### src/rtl/datapath_pkg.sv
// Shared definitions for datapath_param: bus-source indices, stream-port
// direction and the width-consistency check used at elaboration.
package datapath_pkg;

  localparam int unsigned SRC_DEBUG = 0;
  localparam int unsigned SRC_A     = 1;
  localparam int unsigned SRC_B     = 2;
  localparam int unsigned SRC_IR    = 3;
  localparam int unsigned SRC_PC    = 4;
  localparam int unsigned SRC_ALU   = 5;
  localparam int unsigned SRC_RAM   = 6;
  localparam int unsigned SRC_IN    = 7;
  localparam int unsigned N_SRC     = 8;

  typedef enum logic {
    PORT_IN,
    PORT_OUT
  } port_dir_e;

  function automatic bit widths_ok(input int unsigned data_w,
                                   input int unsigned addr_w,
                                   input int unsigned opcode_w);
    return (data_w >= 4) && (opcode_w < data_w) && (addr_w <= data_w - opcode_w);
  endfunction

endpackage

### src/rtl/stream_port.sv
// One-entry handshake buffer: full flag plus data register.
// PORT_IN accepts a push only while empty; PORT_OUT lets a push overwrite.
module stream_port
  import datapath_pkg::*;
#(
  parameter int unsigned W   = 8,
  parameter port_dir_e   DIR = PORT_IN
) (
  input  logic         clk,
  input  logic         i_clear,
  input  logic         i_push,
  input  logic [W-1:0] i_data,
  input  logic         i_pop,
  output logic         o_full,
  output logic [W-1:0] o_data
);

  logic         r_full;
  logic [W-1:0] r_data;
  logic         w_accept;

  always_comb begin
    w_accept = (DIR == PORT_IN) ? (i_push && !r_full) : i_push;
  end

  // A push wins over a pop so a simultaneous load keeps the entry valid.
  always_ff @(posedge clk) begin
    if (i_clear) begin
      r_full <= 1'b0;
      r_data <= '0;
    end else if (w_accept) begin
      r_full <= 1'b1;
      r_data <= i_data;
    end else if (i_pop) begin
      r_full <= 1'b0;
    end
  end

  assign o_full = r_full;
  assign o_data = r_data;

endmodule

### src/rtl/datapath_param.sv
// Parametrised bus-based CPU datapath with handshaked I/O and global STALL.
// Define DATAPATH_BUS_CHECK_EN to zero the bus and flag BUS_ERR on multiple drivers.
module datapath_param
  import datapath_pkg::*;
#(
  parameter int unsigned DATA_W   = 8,
  parameter int unsigned ADDR_W   = 4,
  parameter int unsigned OPCODE_W = 4
) (
  input  logic                CLK,
  input  logic                RESETn,
  input  logic                CLR,
  input  logic                CE,
  input  logic                Jn,
  input  logic                AIn,
  input  logic                BIn,
  input  logic                IIn,
  input  logic                OIn,
  input  logic                FIn,
  input  logic                MIn,
  input  logic                MINC,
  input  logic                RI,
  input  logic                SU,
  input  logic                DOn,
  input  logic                AOn,
  input  logic                BOn,
  input  logic                IOn,
  input  logic                COn,
  input  logic                EOn,
  input  logic                ROn,
  input  logic                NOn,
  input  logic [DATA_W-1:0]   DEBUG,
  input  logic [DATA_W-1:0]   IN_DATA,
  input  logic                IN_VALID,
  output logic                IN_READY,
  output logic [DATA_W-1:0]   OUT_DATA,
  output logic                OUT_VALID,
  input  logic                OUT_READY,
  output logic [DATA_W-1:0]   BUS,
  output logic [OPCODE_W-1:0] OPCODE,
  output logic                CF,
  output logic                ZF,
  output logic                STALL,
  output logic                BUS_ERR
);

  if (!widths_ok(DATA_W, ADDR_W, OPCODE_W)) begin : g_bad_widths
    $error("datapath_param: require DATA_W >= 4 and ADDR_W <= DATA_W - OPCODE_W");
  end

  logic [DATA_W-1:0] r_a, r_b, r_ir;
  logic [ADDR_W-1:0] r_pc, r_mar;
  logic              r_cf, r_zf;
  logic [DATA_W-1:0] r_ram [2**ADDR_W];

  logic              w_clear, w_stall, w_pop, w_out_load, w_out_drain;
  logic              w_in_full, w_out_full;
  logic [DATA_W-1:0] w_in_data, w_out_data, w_bus;
  logic [DATA_W:0]   w_alu;
  logic [N_SRC-1:0]  w_en;
  logic [DATA_W-1:0] w_src [N_SRC];

  assign w_clear = !RESETn || CLR;
  assign w_alu   = {1'b0, r_a} + {1'b0, (SU ? ~r_b : r_b)} + {{DATA_W{1'b0}}, SU};

  always_comb begin
    w_en            = '0;
    w_en[SRC_DEBUG] = !DOn;
    w_en[SRC_A]     = !AOn;
    w_en[SRC_B]     = !BOn;
    w_en[SRC_IR]    = !IOn;
    w_en[SRC_PC]    = !COn;
    w_en[SRC_ALU]   = !EOn;
    w_en[SRC_RAM]   = !ROn;
    w_en[SRC_IN]    = !NOn;
    w_src[SRC_DEBUG] = DEBUG;
    w_src[SRC_A]     = r_a;
    w_src[SRC_B]     = r_b;
    w_src[SRC_IR]    = {{OPCODE_W{1'b0}}, r_ir[DATA_W-OPCODE_W-1:0]};
    w_src[SRC_PC]    = {{(DATA_W-ADDR_W){1'b0}}, r_pc};
    w_src[SRC_ALU]   = w_alu[DATA_W-1:0];
    w_src[SRC_RAM]   = r_ram[r_mar];
    w_src[SRC_IN]    = w_in_data;
  end

`ifdef DATAPATH_BUS_CHECK_EN
  logic w_multi;
  logic r_bus_err;

  always_comb begin
    w_bus   = '0;
    w_multi = ($countones(w_en) > 1);
    if (!w_multi) begin
      for (int unsigned i = 0; i < N_SRC; i++) begin
        if (w_en[i]) w_bus = w_src[i];
      end
    end
  end

  always_ff @(posedge CLK) begin
    if (w_clear)      r_bus_err <= 1'b0;
    else if (w_multi) r_bus_err <= 1'b1;
  end

  assign BUS_ERR = r_bus_err;
`else
  // Scan from the lowest-priority source up so the first enable in order wins.
  always_comb begin
    w_bus = '0;
    for (int unsigned i = N_SRC; i > 0; i--) begin
      if (w_en[i-1]) w_bus = w_src[i-1];
    end
  end

  assign BUS_ERR = 1'b0;
`endif

  assign w_stall     = (!NOn && !w_in_full) || (OIn && w_out_full && !OUT_READY);
  assign w_pop       = !NOn && w_in_full && !w_stall;
  assign w_out_load  = OIn && !w_stall;
  assign w_out_drain = w_out_full && OUT_READY;

  stream_port #(.W(DATA_W), .DIR(PORT_IN)) u_in_port (
    .clk    (CLK),
    .i_clear(w_clear),
    .i_push (IN_VALID),
    .i_data (IN_DATA),
    .i_pop  (w_pop),
    .o_full (w_in_full),
    .o_data (w_in_data)
  );

  stream_port #(.W(DATA_W), .DIR(PORT_OUT)) u_out_port (
    .clk    (CLK),
    .i_clear(w_clear),
    .i_push (w_out_load),
    .i_data (w_bus),
    .i_pop  (w_out_drain),
    .o_full (w_out_full),
    .o_data (w_out_data)
  );

  always_ff @(posedge CLK) begin
    if (w_clear) begin
      r_a   <= '0;
      r_b   <= '0;
      r_ir  <= '0;
      r_pc  <= '0;
      r_mar <= '0;
      r_cf  <= 1'b0;
      r_zf  <= 1'b0;
    end else if (!w_stall) begin
      if (AIn) r_a  <= w_bus;
      if (BIn) r_b  <= w_bus;
      if (IIn) r_ir <= w_bus;
      if (FIn) begin
        r_cf <= w_alu[DATA_W];
        r_zf <= (w_alu[DATA_W-1:0] == '0);
      end
      if (!Jn)     r_pc <= w_bus[ADDR_W-1:0];
      else if (CE) r_pc <= r_pc + ADDR_W'(1);
      if (MIn)       r_mar <= w_bus[ADDR_W-1:0];
      else if (MINC) r_mar <= r_mar + ADDR_W'(1);
    end
  end

  always_ff @(posedge CLK) begin
    if (!w_clear && !w_stall && RI) r_ram[r_mar] <= w_bus;
  end

  assign BUS       = w_bus;
  assign OPCODE    = r_ir[DATA_W-1 -: OPCODE_W];
  assign CF        = r_cf;
  assign ZF        = r_zf;
  assign STALL     = w_stall;
  assign IN_READY  = !w_in_full;
  assign OUT_VALID = w_out_full;
  assign OUT_DATA  = w_out_data;

endmodule

### config.mk
export PLATFORM = sky130hd
export DESIGN_NAME = datapath_param
export DESIGN_NICKNAME = d
export VERILOG_FILES = /design/src/rtl/datapath_pkg.sv /design/src/rtl/stream_port.sv /design/src/rtl/datapath_param.sv
export SDC_FILE = /design/constraint.sdc
export NUM_CORES = 1
export LEC_CHECK = 0
export BUFFER_PORTS_ARGS = -buffer_cell sky130_fd_sc_hd__buf_4
export CAP_MARGIN = 30
export CORE_UTILIZATION = 54
export DETAILED_ROUTE_END_ITERATION = 10
export PLACE_DENSITY = 0.78
export SLEW_MARGIN = 15
export SYNTH_ARGS = -nofsm -noshare
export SYNTH_HDL_FRONTEND = slang
export SYNTH_SLANG_ARGS = --single-unit
### constraint.sdc
create_clock -name CLK -period 3.5 [get_ports CLK]
set_clock_uncertainty 0.05 [all_clocks]
set_input_delay 0.7 -clock CLK [delete_from_list [all_inputs] [get_ports CLK]]
set_output_delay 0.7 -clock CLK [all_outputs]
set_load 0.03 [all_outputs]
# Word level (Yosys, flattened, before mapping)
# Memories as Yosys holds them, arrays and structs flattened. A register that Yosys moved wholly into a read port is not among the register bits.
# Index checks and enable logic that the tools add are counted.
op_classes:
  n_addsub: 4
  reduce_logical: 28
  eq_ne: 1
  bitwise: 2
  n_mux: 21
op_table:
  columns: ["operator", "n"]
  rows:
  - ["8-bit 2-to-1 mux", 9]
  - ["4-bit 2-to-1 mux", 6]
  - ["2-bit AND reduction", 6]
  - ["1-bit logical AND", 10]
  - ["8-bit by 8-bit adder with 9-bit output", 1]
  - ["9-bit by 1-bit adder with 9-bit output", 1]
  - ["4-bit by 1-bit adder with 4-bit output, second input constant", 2]
  - ["8-bit zero test", 1]
  - ["8-bit NOT", 1]
  - ["1-bit zero test", 6]
  - ["1-bit 2-to-1 mux", 6]
  - ["2-bit nonzero test", 3]
  - ["1-bit logical OR", 2]
  - ["2-bit != test, second input constant", 1]
  - ["1-bit NOT", 1]
word_totals:
  reg_bits: 52
  ramBits: 128
  memories: 1
memory_table:
  columns: ["memory", "words", "width", "rd", "rd_ports_with_merged_regs", "wr", "line", "text"]
  rows:
  - ["r_ram", 16, 8, 1, 1, 1, "datapath_param.sv:54", "logic [DATA_W-1:0] r_ram [2**ADDR_W];"]

# Longest topological paths before layout
depth:
  depth_word: 13
  mapped_depth: 10
  mapped_depth_nobuf: 9

# Cells and area by module
# From an unflattened synthesis, not the netlist that was laid out.
hier_totals:
  cells_unflattened: 687
  area_unflattened_um2: 8558.2
by_module_without_submodules:
  columns: ["module", "cells_each", "seq_area_each_um2", "n_inst", "area_each_um2"]
  rows:
  - ["datapath_param", 619, 4604.4, 1, 7813.7]
  - ["stream_port (u_in_port)", 38, 180.2, 1, 422.9]
  - ["stream_port (u_out_port)", 30, 180.2, 1, 321.6]

# Least setup slack after synthesis
# No wires, ideal clock.
synth_path:
  path_type: "input to output"
  startpoint: "in SU"
  endpoint: "out BUS[7]"
  path_slack_ns: -0.796
  arrival_ns: 3.546
  path_buffers: 1
  cell_stages: 8
  cell_sequence: "buf_2 xor2_1 ha_1 a21oi_1 o21ai_0 a221oi_1 nor2b_1 a211oi_1"
synth_via:
  elab_chain_len: 9
synth_lines:
  columns: ["item", "line", "text"]
  rows:
  - ["start: declaration", "datapath_param.sv:23", "input logic SU,"]
  - ["8-bit 2-to-1 mux", "datapath_param.sv:64", "assign w_alu = {1'b0, r_a} + {1'b0, (SU ? ~r_b : r_b)} + {{DATA_W{1'b0}}, SU};"]
  - ["8-bit by 8-bit adder with 9-bit output", "datapath_param.sv:64", null]
  - ["9-bit by 1-bit adder with 9-bit output (*)", "datapath_param.sv:64", null]
  - ["8-bit 2-to-1 mux (*) (6 in a row)", "datapath_param.sv:111", "if (w_en[i-1]) w_bus = w_src[i-1];"]
  - ["end: declaration", "datapath_param.sv:39", "output logic [DATA_W-1:0] BUS,"]
# Every way passes the cells marked *; elsewhere a longest branch is shown, timed or not.

# Worst setup path in the final report
layout_path:
  startpoint: "in SU"
  endpoint: "out BUS[3]"
# The elaborated chain is that of the path after synthesis.

==> metrics <==
final setup TNS=0 ps; Final nets=820; Final Hold Violating Endpoints=0; register bit count reported by yosys=184; average instance area after synthesis=12.7 sq um; vias per cell=between 6 and 7; status=complete, no violations; worst endpoint required time=around 2800 ps; HPWL after DPL=15100 microns; Die H=127 microns; worst slew pin tran=690 ps; fin util=65.9%; Synth Net Count=723; ant diodes=0; later-pin clock latency in the skew report=440 ps; final worst-path cycle share=slightly below 100%; cts bufs inserted=17; GPL Wtd Cong=0.959; max-slew violation count=0; area of the mapped netlist=0.00849 sq mm; Rel. slew slack=53.9%; Rows=45; drt first pass iters=5; Setup Fix Bufs, Post-CTS=0; core box area=0.0153 sq mm; CTS Buffer Depth=2; Synth Warn #=0; Synth cell types=62; Arrival @ worst endpoint=2730 ps; largest net degree at the start of global routing=34; Port Buffer Count=64; power per cell area=480 mW/mm^2; # placed instances=956; number of synthesized flops with an enable pin=128; Root Buffer Master=clkbuf_16; Die Span X=127 microns; WL final=22000 microns; Initial DRC Count=723; Initial Utilization=between 50% and 60%; initial antenna violation count=0; io pins=66; Mapped Cells=roughly 670; gr usage total=27.9%; RSZ-0062 raised after global routing=true; sequential area share after synthesis=58.5%; hold crit path type=register to register; CTS tree=built; Sink Count=184; Finished Layout Cells=990; vias=6048; Post-DP Area=0.00937 sq mm; total gr overflow=0; global-route wire length before repair=around 33000 microns; layout cells sized above 1=24.4%; H-tree depth=4; Worst-path clk slew=roughly 70 ps; Final min period=3480 ps; Post-synth top flop=edfxtp_1; CTS Hold Bufs=0; critical setup path kind=input pin to output port; die area=0.0162 sq mm; Worst setup SP type=input pin; Hold Slack=420 ps; Fmax achieved=roughly 290 MHz; vias in the first global route=5973; peak supply drop=370 uV; Final Setup Violations=0; antenna-violating nets left=0; final instance area=slightly above 0.01 sq mm; leakage=3.61 nW; remaining design rule violation count=0; total of max-cap violations=0; Async SR Flop Fraction=0%; drt wl/cell=22.2 microns; CP max FO=7; crit end category=output port; P&R area growth vs syn=18.4%
[synth_stat cells, types with 2 or more instances]
cell	number	share of area [%]
buf_4	9	0.80
buf_2	4	0.24
o22ai_1	4	0.29
a31oi_1	9	0.66
a21o_1	3	0.27
clkbuf_1	14	0.62
nand2_1	51	2.3
and3_1	4	0.29
xnor2_1	2	0.21
o21ai_1	2	0.12
ha_1	13	1.9
xor2_1	10	1.0
edfxtp_1	128	45
nor2b_1	9	0.66
nand4b_1	2	0.21
mux4_2	11	2.9
o221ai_2	2	0.35
a22oi_1	2	0.18
o21a_1	9	0.80
nand3_1	30	1.8
o21ai_0	37	2.2
or3_1	2	0.15
mux2_2	2	0.27
a41o_1	2	0.24
dfxtp_1	56	13
mux2i_1	30	3.5
nor4_1	2	0.15
nand2b_1	13	0.96
mux4_1	15	4.6
nor3_1	6	0.35
nand3b_1	9	0.80
nor2_1	54	2.4
a211o_1	2	0.21
nand4_1	6	0.44
o221ai_1	4	0.41
a211oi_1	4	0.35
a221oi_1	2	0.21
and2_1	7	0.52
clkbuf_8	4	0.65
a21oi_1	47	2.8
buf_6	8	1.1
nor4b_1	3	0.31
inv_1	17	0.75
[placed cells by master, fill, tap and decap left out, types with 9 or more instances in the layout]
master     instances
o21ai_0           34
mux4_2            11
o21a_1             9
a31oi_1            9
nand2b_1          13
nor2_1            54
dfxtp_1           52
xor2_1             9
nand3_1           30
clkbuf_16         18
mux4_1            15
ha_1              13
buf_4            114
nand2_1           51
edfxtp_1         128
nand3b_1           9
a21oi_1           45
inv_1             15
mux2i_1           30
[layout make-up]
| type | count | area (sq um) |
|---|---|---|
| clock buffer | 18 | 429 |
| clock inverter | 14 | 170 |
| fill | 1105 | 5200 |
| inverter | 18 | 67.6 |
| multi-input combinational | 426 | 3200 |
| sequential | 184 | 4980 |
| tap | 211 | 264 |
| timing repair buffer | 119 | 947 |
[routing by layer]
layer  global-route usage, %  vias up  wire length [microns]
met5                       0        -                      0
met4                    13.7        0                    799
met3                    4.94       59                   1480
met2                    46.0      262                  10600
met1                    36.0     3018                   9080
li1                        -     2709                      -
[state kept, by name (all words and copies together) (netlist names), 4 cells and up, named ones only]
| name | cells |
|---|---|
| r_ram | 128 |
| r_a | 8 |
| r_b | 8 |
| r_ir | 8 |
| u_in_port.o_data | 8 |
| u_out_port.o_data | 8 |
| r_mar | 4 |
| r_pc | 4 |
[critical path: stages]
cell and delay (ps):
buf_6 120, xor2_2 180, buf_4 140, ha_1 270
nand2_1 50, o21ai_1 300, xor2_1 160, o41ai_1 330
o21a_1 200, inv_1 100, buf_4 180
[where the power goes]
| part | switching [W] | internal (W) | total, W | leakage [nW] |
|---|---|---|---|---|
| clock | 0.000896 | 0.00103 | 0.00192 | 0.291 |
| combinational | 0.000318 | 0.000201 | 0.000518 | 1.70 |
| sequential | 0.0000257 | 0.00236 | 0.00239 | 1.62 |
| total | 0.00124 | 0.00359 | 0.00483 | 3.61 |
[through the flow]
| stage | power, W | worst slack [ps] |
|---|---|---|
| after floorplan | 0.00274 | -11.0 |
| after global placement | 0.00291 | -74.9 |
| after detailed placement | 0.00293 | -88.3 |
| after CTS | 0.00482 | 13.8 |
| after global routing | 0.00496 | -118 |
| final | 0.00483 | 23.6 |
[cells by family after synthesis]
logic type / Yosys count / synth area share [%]
compound gates: 139 / 10.5
simple gates: 201 / 11.6
buf+inv: 59 / 4.49
other cells: 1 / 0.0442
flops: 184 / 58.5
fa+ha+maj: 14 / 2.15
mux: 59 / 11.5
xor+xnor: 12 / 1.24
[worst paths after layout]
path         slack [ps]           startpoint              end  cells past startpoint
max                  20                   SU           BUS[3]                     11
min                 420      ZF$_SDFFE_PP0P_  ZF$_SDFFE_PP0P_                      2
max reg2reg         900  r_b[1]$_SDFFE_PP0P_         register                     11
min reg2reg         420      ZF$_SDFFE_PP0P_  ZF$_SDFFE_PP0P_                      2
[timing repair]
item                       in CTS  in global routing
cloned                          0                  1
pin swaps                       1                  3
setup endpoints to repair       3                  5
gates resized for setup         9                  8
Note: power is estimated with default switching activity, not from simulation.
